### config.mk
export PLATFORM = sky130hd
export DESIGN_NAME = key_entry_sequencer_flat
export DESIGN_NICKNAME = d
export VERILOG_FILES = /design/src/rtl/key_entry_sequencer_pkg.sv /design/src/rtl/key_entry_sequencer_if.sv /design/src/rtl/key_entry_sequencer_debounce.sv /design/src/rtl/key_entry_sequencer.sv /design/src/flat_wrapper.sv
export SDC_FILE = /design/constraint.sdc
export NUM_CORES = 1
export LEC_CHECK = 0
export CAP_MARGIN = 10
export CORE_AREA = 2 2 68 70
export DETAILED_ROUTE_END_ITERATION = 10
export DIE_AREA = 0 0 70 72
export PLACE_DENSITY = 0.66
export SLEW_MARGIN = 5
export SYNTH_ARGS = -nofsm -noshare
export SYNTH_HDL_FRONTEND = slang
export SYNTH_HIERARCHICAL = 1
export SYNTH_SLANG_ARGS = --single-unit
### constraint.sdc
create_clock -name clk -period 2.5 [get_ports clk]
set_input_delay 0.375 -clock clk [delete_from_list [all_inputs] [get_ports clk]]
set_output_delay 0.375 -clock clk [all_outputs]
set_load 0.01 [all_outputs]
### src/rtl/key_entry_sequencer_pkg.sv
// Shared definitions for the key entry sequencer: FSM state encoding,
// phase display width and the default debounce period.
package key_entry_pkg;

  localparam int PHASE_W = 2;

  // 10 ms at 50 MHz
  localparam int DEFAULT_DEBOUNCE_CYCLES = 500000;

  typedef enum logic [PHASE_W-1:0] {
    LOAD_A = 2'd0,
    LOAD_B = 2'd1,
    OFFER  = 2'd2,
    LOADED = 2'd3
  } state_t;

endpackage

### src/rtl/key_entry_sequencer_if.sv
// Operand handshake bundle between the key entry sequencer (master) and
// the adder datapath (slave).
interface key_entry_sequencer_if #(
  parameter int WIDTH = 8
);

  logic [WIDTH-1:0] op_a;
  logic [WIDTH-1:0] op_b;
  logic             op_valid;
  logic             op_ready;

  modport master (
    output op_a,
    output op_b,
    output op_valid,
    input  op_ready
  );

  modport slave (
    input  op_a,
    input  op_b,
    input  op_valid,
    output op_ready
  );

endinterface

### src/rtl/key_entry_sequencer_debounce.sv
// Pushbutton conditioner: two-flop synchronizer, stability counter and a
// registered single-cycle pulse on each accepted press (debounced 1->0).
module key_debounce
  import key_entry_pkg::*;
#(
  parameter int DEBOUNCE_CYCLES = DEFAULT_DEBOUNCE_CYCLES
) (
  input  logic clk,
  input  logic reset,
  input  logic key_n,
  output logic press
);

  localparam int CNT_W = (DEBOUNCE_CYCLES > 1) ? $clog2(DEBOUNCE_CYCLES) : 1;
  localparam logic [CNT_W-1:0] CNT_LAST = CNT_W'(DEBOUNCE_CYCLES - 1);

  generate
    if (DEBOUNCE_CYCLES < 2) begin : g_bad_param
      $error("key_debounce: DEBOUNCE_CYCLES must be at least 2");
    end
  endgenerate

  logic             sync1;
  logic             sync2;
  logic             level;
  logic [CNT_W-1:0] count;
  logic             press_reg;
  logic             differ;
  logic             expire;

  // The level flips on the cycle the input has differed for the full period.
  assign differ = (sync2 != level);
  assign expire = differ && (count == CNT_LAST);
  assign press  = press_reg;

  // Bring the asynchronous key into the clk domain; idle level is released (1).
  always_ff @(posedge clk or posedge reset) begin
    if (reset) begin
      sync1 <= 1'b1;
      sync2 <= 1'b1;
    end else begin
      sync1 <= key_n;
      sync2 <= sync1;
    end
  end

  // Count consecutive differing cycles; any matching cycle restarts the count.
  always_ff @(posedge clk or posedge reset) begin
    if (reset) begin
      level <= 1'b1;
      count <= '0;
    end else if (!differ) begin
      count <= '0;
    end else if (expire) begin
      level <= sync2;
      count <= '0;
    end else begin
      count <= count + CNT_W'(1);
    end
  end

  // Pulse only when the accepted level goes to pressed; release is silent.
  always_ff @(posedge clk or posedge reset) begin
    if (reset) begin
      press_reg <= 1'b0;
    end else begin
      press_reg <= expire && !sync2;
    end
  end

endmodule

### src/rtl/key_entry_sequencer.sv
// Key entry sequencer: the first accepted press loads operand A, the next
// loads operand B and offers the pair; later presses reload B only.
module key_entry_sequencer
  import key_entry_pkg::*;
#(
  parameter int WIDTH           = 8,
  parameter int DEBOUNCE_CYCLES = DEFAULT_DEBOUNCE_CYCLES
) (
  input  logic               clk,
  input  logic               reset,
  input  logic               key_n,
  input  logic [WIDTH-1:0]   sw,
  key_entry_sequencer_if.master op,
  output logic [PHASE_W-1:0] phase
);

  logic             press;
  state_t           state_reg;
  state_t           state_next;
  logic [WIDTH-1:0] op_a_reg;
  logic [WIDTH-1:0] op_a_next;
  logic [WIDTH-1:0] op_b_reg;
  logic [WIDTH-1:0] op_b_next;
  logic             valid_reg;
  logic             valid_next;

  key_debounce #(
    .DEBOUNCE_CYCLES (DEBOUNCE_CYCLES)
  ) u_debounce (
    .clk   (clk),
    .reset (reset),
    .key_n (key_n),
    .press (press)
  );

  assign op.op_a     = op_a_reg;
  assign op.op_b     = op_b_reg;
  assign op.op_valid = valid_reg;
  assign phase       = state_reg;

  // State and operand registers.
  always_ff @(posedge clk or posedge reset) begin
    if (reset) begin
      state_reg <= LOAD_A;
      op_a_reg  <= '0;
      op_b_reg  <= '0;
      valid_reg <= 1'b0;
    end else begin
      state_reg <= state_next;
      op_a_reg  <= op_a_next;
      op_b_reg  <= op_b_next;
      valid_reg <= valid_next;
    end
  end

  // Next-state and operand update; presses during OFFER are dropped so the
  // offered pair stays stable until the consumer takes it.
  always_comb begin
    state_next = state_reg;
    op_a_next  = op_a_reg;
    op_b_next  = op_b_reg;
    valid_next = valid_reg;
    unique case (state_reg)
      LOAD_A: begin
        if (press) begin
          op_a_next  = sw;
          state_next = LOAD_B;
        end
      end
      LOAD_B, LOADED: begin
        if (press) begin
          op_b_next  = sw;
          valid_next = 1'b1;
          state_next = OFFER;
        end
      end
      OFFER: begin
        if (valid_reg && op.op_ready) begin
          valid_next = 1'b0;
          state_next = LOADED;
        end
      end
      default: begin
        state_next = LOAD_A;
      end
    endcase
  end

endmodule

### src/flat_wrapper.sv
// flat-port wrapper written by rule: the top's interface ports become plain ports
module key_entry_sequencer_flat import key_entry_pkg::*;
#(
  parameter int WIDTH           = 8,
  parameter int DEBOUNCE_CYCLES = DEFAULT_DEBOUNCE_CYCLES
)
  (clk, reset, key_n, sw, phase, op_op_a, op_op_b, op_op_valid, op_op_ready);
  key_entry_sequencer_if #(.WIDTH(WIDTH)) op_i ();
  input  logic clk;
  input  logic reset;
  input  logic key_n;
  input  logic [WIDTH-1:0] sw;
  output logic [PHASE_W-1:0] phase;
  output wire logic [$bits(op_i.op_a)-1:0] op_op_a;
  output wire logic [$bits(op_i.op_b)-1:0] op_op_b;
  output wire logic [$bits(op_i.op_valid)-1:0] op_op_valid;
  input wire logic [$bits(op_i.op_ready)-1:0] op_op_ready;
  assign op_op_a = op_i.op_a;
  assign op_op_b = op_i.op_b;
  assign op_op_valid = op_i.op_valid;
  assign op_i.op_ready = op_op_ready;
  key_entry_sequencer #(.WIDTH(WIDTH), .DEBOUNCE_CYCLES(DEBOUNCE_CYCLES)) u_core (.clk(clk), .reset(reset), .key_n(key_n), .sw(sw), .op(op_i), .phase(phase));
endmodule
## Word-level counts from Yosys, hierarchy flattened

Cells that the tools add are included.
W data, S select, Z words.

- Bits in registers: 42
- Input port bits: 12
- Output and inout bits: 19
- Logic and storage cells: 39

- Add/sub/neg operators: 1
- Equality and inequality tests: 8
- Multiplexer cells: 9
- Reductions and logical operators: 12

Operator list:

| kind | number |
|---|---|
| $mux W19 | 2 |
| $add A19 B1 Y19 const B | 1 |
| $eq A19 B19 Y1 const B | 1 |
| $mux W2 | 3 |
| $pmux W2 S3 | 1 |
| $reduce_and A2 Y1 | 3 |
| $reduce_and A3 Y1 | 2 |
| $eq A2 B2 Y1 const B | 2 |
| $ne A2 B2 Y1 const B | 2 |
| $logic_and A1 B1 Y1 | 3 |
| $eq A2 B1 Y1 const B | 1 |
| $logic_not A2 Y1 | 1 |
| $mux W1 | 2 |
| $ne A2 B1 Y1 const B | 1 |
| $pmux W1 S2 | 1 |
| $reduce_bool A2 Y1 | 1 |
| $reduce_or A2 Y1 | 1 |
| $logic_not A1 Y1 | 1 |
| $ne A1 B1 Y1 | 1 |

## Logic depth before layout (Yosys ltp)

Gate-level depths: netlist of run 1.

- Depth in word-level cells: 4
- Depth in mapped cells: 5
- Depth with buffers taken out: 5

## Hierarchy

Netlist of run 1, hierarchy kept.

Modules (own cells, without submodules):

| module | times used | cells an instance | area an instance (um2) | seq. area each (um2) |
|---|---|---|---|---|
| key_debounce | 1 | 104 | 1148.6 | 579.3 |
| key_entry_sequencer | 1 | 44 | 728.2 | 475.5 |

## Worst setup path after synthesis of run 1

No wires, ideal clock.

- Kind: reg-to-reg
- From: register u_core.u_debounce.count[0]
- To: register u_core.u_debounce.count[18]
- Library setup time: 0.078 ns
- Arrival: 1.693 ns
- Data required time: 2.422 ns
- Setup slack: 0.729 ns
- Cell stages (with the launch flop): 6
- Path buffers: 0
- Clock period less this slack: 1.771 ns
- Path through: dfrtp_1 ha_1 nand4_4 or3_1 or4_1 a21oi_1

- Word-level cells in the longest chain between the ends: 4
- Elaborated cells on any way between the ends: 5
- Those cells by class: 1 x add/sub; 1 x eq/ne; 2 x mux; 1 x reduce/logical

RTL lines:

| what | line | text |
|---|---|---|
| start, declared | key_entry_sequencer_debounce.sv:26 | `logic [CNT_W-1:0] count;` |
| start signal, assigned | key_entry_sequencer_debounce.sv:58 | `count <= count + CNT_W'(1);` |
| parallel branches: the longest is 2 deep, another holds $add A19 B1 Y19 | - |  |
| $mux W19 (*) | key_entry_sequencer_debounce.sv:54 | `end else if (expire) begin` |
| $mux W19 (*) | key_entry_sequencer_debounce.sv:52 | `end else if (!differ) begin` |

Mark *: on every way between the ends.
A chain may end at the register's enable or synchronous reset.

## Final worst setup path of run 1

Ends and elaborated chain as after synthesis.

==> run metrics, run 1 <==
routability cong. 0.806; vias 1269; Fill cells 360; pwr dens 516 mW/mm^2; # rows 24; worst hold path class reg -> reg; DR vias/cell 5.33; CP max stage cell or3_1; Post-synth top flop dfrtp_1; worst skew pair latency 0.29 ns; die footprint 0.00504 mm^2; worst hold endpoint u_core/u_debounce/sync2$_DFF_PP1_; worst r2r dst u_core/u_debounce/count[18]$_DFF_PP0_; CP Data Required Time 2.71 ns; Finish-stage setup viols 0; CTS H-tree depth 2; layout cells sized above 1 21.0%; core area 0.00426 mm^2; GRT Overall Usage 15.3%; Iteration-0 DRC Markers 44; Min-Delay Path Depth 0; CTS tree done; R2R setup slack 0.57 ns; Post-synth ARST share 100%; Die Y 72 um; Max clock buf depth 2; Post-Syn Area 0.00188 mm^2; total grt overflow 0; leakage power 0.00102 uW; total routed wirelength 3.38 mm; Routed Antenna Nets 0; Clock Sinks 42; Boundary Pins 31; Post-CTS Setup Inserts 0; max reg flops 19; f_max 517 MHz; Hold Worst Slack 0.357 ns; sequential area share after synthesis 56.2%; Avg Inst Size Synth 12.7 um^2; period utilization 77.4%; Syn Inst Count 148; Initial Utilization 44.0%; Die W 70 um; Unique masters post-synth 38; Nets 198; r2r worst-path depth 5; Yosys Warn Count 6; Slew Viols, Final 0; DRC viols 0; CP Capture Type register; first-pass GRT wire length 6.13 mm; CTS root buffer clkbuf_8; post-route minimum period 1.93 ns; # hold bufs at CTS 0; Worst Max-Slew Pin Slew 0.688 ns; vias in the first global route 1301; Clock Skew 0.00557 ns; DR pass1 iterations 4; #FFs+latches synth 42; max_slew headroom 54.1%; Antenna Diode Count 0; CTS buffer count 5; DP Area 0.00224 mm^2; CP Cell Sequence ha_1 -> nand4_4 -> or3_1 -> or4_1 -> a21oi_1; Layout area overhead 24.5%; CP arrival 2.15 ns; PostCTS Resize Cnt 0; RSZ-0062 raised after global routing no; fin area 0.00234 mm^2; Max Cap Violations 0; hpwl dp 2.48 mm; r2r startpoint u_core/u_debounce/count[0]$_DFF_PP0_; mean routed wirelength per cell 14.2 um; outcome finished, final reports clean; EDFF count, synth 0; CP max FO 9; crit-path max cell delay 0.43 ns; # port buffers 30; Hold Startpoint u_core/u_debounce/sync1$_DFF_PP1_; critical path launch point type register; initial antenna violation count 0; Setup CP Type reg -> reg; final hold violation count 0; Worst IR Drop VDD 378 uV; clk slew on worst S/H paths 0.07 ns; Setup TNS 0 ns; post-synth net total 161; largest net degree at the start of global routing 24
[where the power goes]
group          total (uW)  leakage [uW]  switching [uW]  internal (uW)
sequential            701      0.000555            8.72            693
clock                 434     0.0000482             211            222
combinational        70.7      0.000412            31.9           38.8
total                1210       0.00102             252            954
[cell families after synthesis]
group | after synthesis | synth area share [%]
xor+xnor | 14 | 6.53
fa+ha+maj | 1 | 0.667
buf+inv | 6 | 1.47
flops | 42 | 56.2
simple gates | 56 | 19.5
compound gates | 12 | 5.20
mux | 17 | 10.4
[layer usage]
layer  GRT usage, %  share of wire [%]  routed length, um
met5              0                  0                  0
met4           6.62                1.7                 59
met3           4.86                5.7                192
met2           23.9                 47               1590
met1           20.0                 45               1530
[cell usage after synthesis, types with 2 or more instances]
master	instances	share of area (%)
a21oi_1	4	1.1
and3_1	2	0.67
and3_2	2	0.80
dfrtp_1	39	52
dfstp_2	3	4.2
inv_1	4	0.80
mux2_2	16	9.6
nand2_1	4	0.80
nand2_2	2	0.67
nand3_1	7	1.9
nand4_1	5	1.7
nor2_1	15	3.0
nor4_1	3	1.0
o21ai_0	2	0.53
o31ai_1	2	0.80
or3_1	3	1.0
or4_1	2	0.80
xnor2_1	10	4.7
xor2_1	4	1.9
[critical path: cells and delay by family (launching register included)]
kind | cells | cell delay, ns
AO/OA/AOI/OAI | 1 | 0.16
adder cells (fa/ha/maj) | 1 | 0.27
AND/OR/NAND/NOR | 3 | 1.03
flip-flops | 1 | 0.39
[through the flow]
stage	power (uW)	setup slack [ns]	std cells	util, %
3_5_place_dp	786	0.591	230	52.6
2_1_floorplan	745	0.729	148	-
3_3_place_gp	785	0.620	230	52.6
5_1_grt	1270	0.432	238	54.8
4_1_cts	1230	0.558	238	54.8
6_report	1210	0.565	238	54.8
[area by class of cell]
type                            instances  area [um^2]  area share [%]
Sequential cell                        42         1050            45.2
Multi-Input combinational cell        100          795            34.0
Timing Repair Buffer                   32          315            13.5
Clock buffer                            7         86.3            3.70
Tap cell                               52         65.1            2.79
Inverter                                4         15.0           0.643
Clock inverter                          1         5.00           0.214
[worst max-delay path by stage]
stage                                                    start  depth (start not counted)                                    end  slack, ns
after global routing      u_core/u_debounce/count[0]$_DFF_PP0_                          5  u_core/u_debounce/count[18]$_DFF_PP0_       0.43
after CTS                 u_core/u_debounce/count[0]$_DFF_PP0_                          5  u_core/u_debounce/count[18]$_DFF_PP0_       0.56
after global placement    u_core/u_debounce/count[0]$_DFF_PP0_                          5  u_core/u_debounce/count[18]$_DFF_PP0_       0.62
after detailed placement  u_core/u_debounce/count[0]$_DFF_PP0_                          5  u_core/u_debounce/count[18]$_DFF_PP0_       0.59
after floorplan           u_core/u_debounce/count[0]$_DFF_PP0_                          5  u_core/u_debounce/count[18]$_DFF_PP0_       0.73
final                     u_core/u_debounce/count[0]$_DFF_PP0_                          5  u_core/u_debounce/count[18]$_DFF_PP0_       0.57
[layout by cell type (no fill, tap or decap), types with 2 or more instances in the layout]
| cell type | netlist | final |
|---|---|---|
| xor2_1 | 4 | 4 |
| o31ai_1 | 2 | 2 |
| a21oi_1 | 4 | 4 |
| nor2_1 | 15 | 15 |
| nor4_1 | 3 | 3 |
| nand2_2 | 2 | 2 |
| and3_2 | 2 | 2 |
| nand4_1 | 5 | 5 |
| xnor2_1 | 10 | 10 |
| nand2_1 | 4 | 4 |
| and3_1 | 2 | 2 |
| dfrtp_1 | 39 | 39 |
| dfstp_2 | 3 | 3 |
| buf_4 | 1 | 2 |
| or4_1 | 2 | 2 |
| nand3_1 | 7 | 7 |
| clkbuf_8 | 0 | 6 |
| clkdlybuf4s50_1 | 0 | 30 |
| or3_1 | 3 | 3 |
| mux2_2 | 16 | 16 |
| inv_1 | 4 | 4 |
| o21ai_0 | 2 | 2 |
(Power assumes the default switching activity.)
==> inputs of run 2 (changes only) <==
PLACE_DENSITY = 0.68   (was 0.66)
clock period = 1.6 ns   (was 2.5 ns; I/O delays follow)
==> run 2 against run 1 <==
Effect of this change:
- the flow now finishes with violations (setup timing)
- hold slack got worse by 0.069 ns
- sequential power increased by 57%
- critical endpoint is now u_core/u_debounce/count[15]$_DFF_PP0_
- non-clock buffer count increased by 31
- worst setup slack got worse by 0.61 ns
- critical path depth increased by 1
- total power increased by 74%
==> run metrics, run 2 (synthesis gave the netlist of run 1 again) <==
r2r worst-path depth 6; Cells after DPL 254; DR pass1 iterations 4; failing checks setup timing; GRT Overall Usage 18.5%; die footprint 0.00504 mm^2; Clock Sinks 42; Fill cells 347; Setup CP Type reg -> reg; Layout area overhead 44.1%; period utilization 103%; Die Y 72 um; Finish-stage setup viols 5; Multi-input gate area 880 um^2; commonest non-fill, non-tap cell in the layout dfrtp_1; max_slew headroom 69.2%; outcome finished with violations; vias 1409; Max Used Layer met4; CP max FO 4; Routed Antenna Nets 0; hpwl dp 2.94 mm; DP Area 0.00244 mm^2; initial antenna violation count 0; pwr dens 777 mW/mm^2; core area 0.00426 mm^2; R2R setup slack -0.04 ns; Max Cap Violations 0; Metal-1 WL 1.81 mm; CP Capture Type register; max reg flops 19; Iteration-0 DRC Markers 62; CP Data Required Time 1.82 ns; fin util 63.4%; clk slew on worst S/H paths 0.08 ns; critical path launch point type register; met3 WL post-DR 187 um; first-pass GRT wire length 7.22 mm; mean routed wirelength per cell 16.1 um; vias in the first global route 1542; Slew Viols, Final 0; Antenna Diode Count 0; Flop pwr share 52.2%; Clk pwr share 41.0%; most frequent cells in the layout dfrtp_1, clkdlybuf4s50_1, buf_4, mux2_2, nor2_1; Worst Max-Slew Pin Slew 0.462 ns; fin worst setup slack -0.0443 ns; post-route minimum period 1.64 ns; Worst IR Drop VDD 566 uV; worst hold path class in -> async; Boundary Pins 31; CTS root buffer clkbuf_8; Initial Utilization 44.0%; layout cells sized above 1 41.5%; Die W 70 um; fin cells 269; Int Pwr 1670 uW; DRC viols 0; # rows 24; RSZ-0062 raised after global routing yes; r2r startpoint u_core/u_debounce/count[1]$_DFF_PP0_; Clock Skew 0.00579 ns; total grt overflow 0; Nets 229; fin area 0.00270 mm^2; net switching power of the design 427 uW; worst skew pair latency 0.29 ns; routability cong. 0.920; CP arrival 1.87 ns; DR vias/cell 5.24; routed length on met2 2.25 mm; worst r2r dst u_core/u_debounce/count[15]$_DFF_PP0_; total routed wirelength 4.33 mm; largest net degree at the start of global routing 24; # hold bufs at CTS 0; Net Sw Frac 20.3%; CTS buffer count 5; Logic pwr share 6.8%; # port buffers 30; Max clock buf depth 2; CTS tree done; leakage power 0.00118 uW; f_max 608 MHz; final hold violation count 0; Storage cell area 0.00106 mm^2; CTS H-tree depth 2
[run 2: cell count changes in the layout (fill, tap and decap cells not counted), sizes merged]
cell / delta
clkinv: -1
buf: +31
bufinv: +1
[run 2: how the worst max path moves through the flow]
stage                                                      from                                     to  slack (ns)
after floorplan            u_core/u_debounce/count[0]$_DFF_PP0_  u_core/u_debounce/count[18]$_DFF_PP0_       -0.06
after global placement    u_core/u_debounce/count[10]$_DFF_PP0_    u_core/u_debounce/level$_DFFE_PP1P_        0.01
after detailed placement  u_core/u_debounce/count[10]$_DFF_PP0_  u_core/u_debounce/count[17]$_DFF_PP0_       -0.07
after CTS                  u_core/u_debounce/count[8]$_DFF_PP0_  u_core/u_debounce/count[17]$_DFF_PP0_       -0.03
after global routing       u_core/u_debounce/count[7]$_DFF_PP0_    u_core/u_debounce/level$_DFFE_PP1P_       -0.08
final                      u_core/u_debounce/count[1]$_DFF_PP0_  u_core/u_debounce/count[15]$_DFF_PP0_       -0.04
[run 2: layer usage]
layer  up-vias  global-route usage [%]
met5         -                       0
met3         9                    4.17
met2        40                    33.5
met1       696                    21.0
li1        664                       -
met4         0                    7.91
[run 2: area by class of cell]
| class | instances | share of cell area (%) |
|---|---|---|
| clock buffer | 7 | 3.19 |
| clock inverter | 1 | 1.11 |
| inverter | 4 | 0.555 |
| multi-input combinational | 100 | 32.5 |
| sequential | 42 | 39.2 |
| tap | 52 | 2.41 |
| timing repair buffer | 63 | 21.0 |
[run 2: critical path: stages (launching register included)]
cell and delay (ns):
dfrtp_1 0.39, buf_4 0.13, and4_4 0.22, nand4_1 0.16, buf_4 0.21, or3_4 0.33
a21oi_2 0.12
[run 2: what timing repair did]
action                                  in CTS  in global routing
hold endpoints to repair                     0                  0
resized for setup                           10                 19
pin swaps                                    7                  4
setup buffers                                5                  2
endpoints found under the setup margin       5                 21
gates cloned                                 0                  0
[run 2: metrics by stage]
| stage | hold WS, ns | TNS (ns) | power (uW) | setup slack (ns) |
|---|---|---|---|---|
| detailed placement | 0.348 | -0.124 | 1250 | -0.0658 |
| global route | 0.315 | -0.936 | 2200 | -0.0806 |
| floorplan | 0.191 | -0.0567 | 1170 | -0.0567 |
| finish | 0.288 | -0.161 | 2100 | -0.0443 |
| global placement | 0.346 | 0 | 1250 | 0.0141 |
| CTS | 0.298 | -0.0640 | 2110 | -0.0297 |
[run 2: power by group through the flow]
stage	clock network (uW)	registers [uW]	logic, uW
after CTS	878	1100	140
after global routing	939	1100	159
after floorplan	0	1120	46.6
after detailed placement	0	1120	134
after global placement	0	1120	130
final	861	1100	143
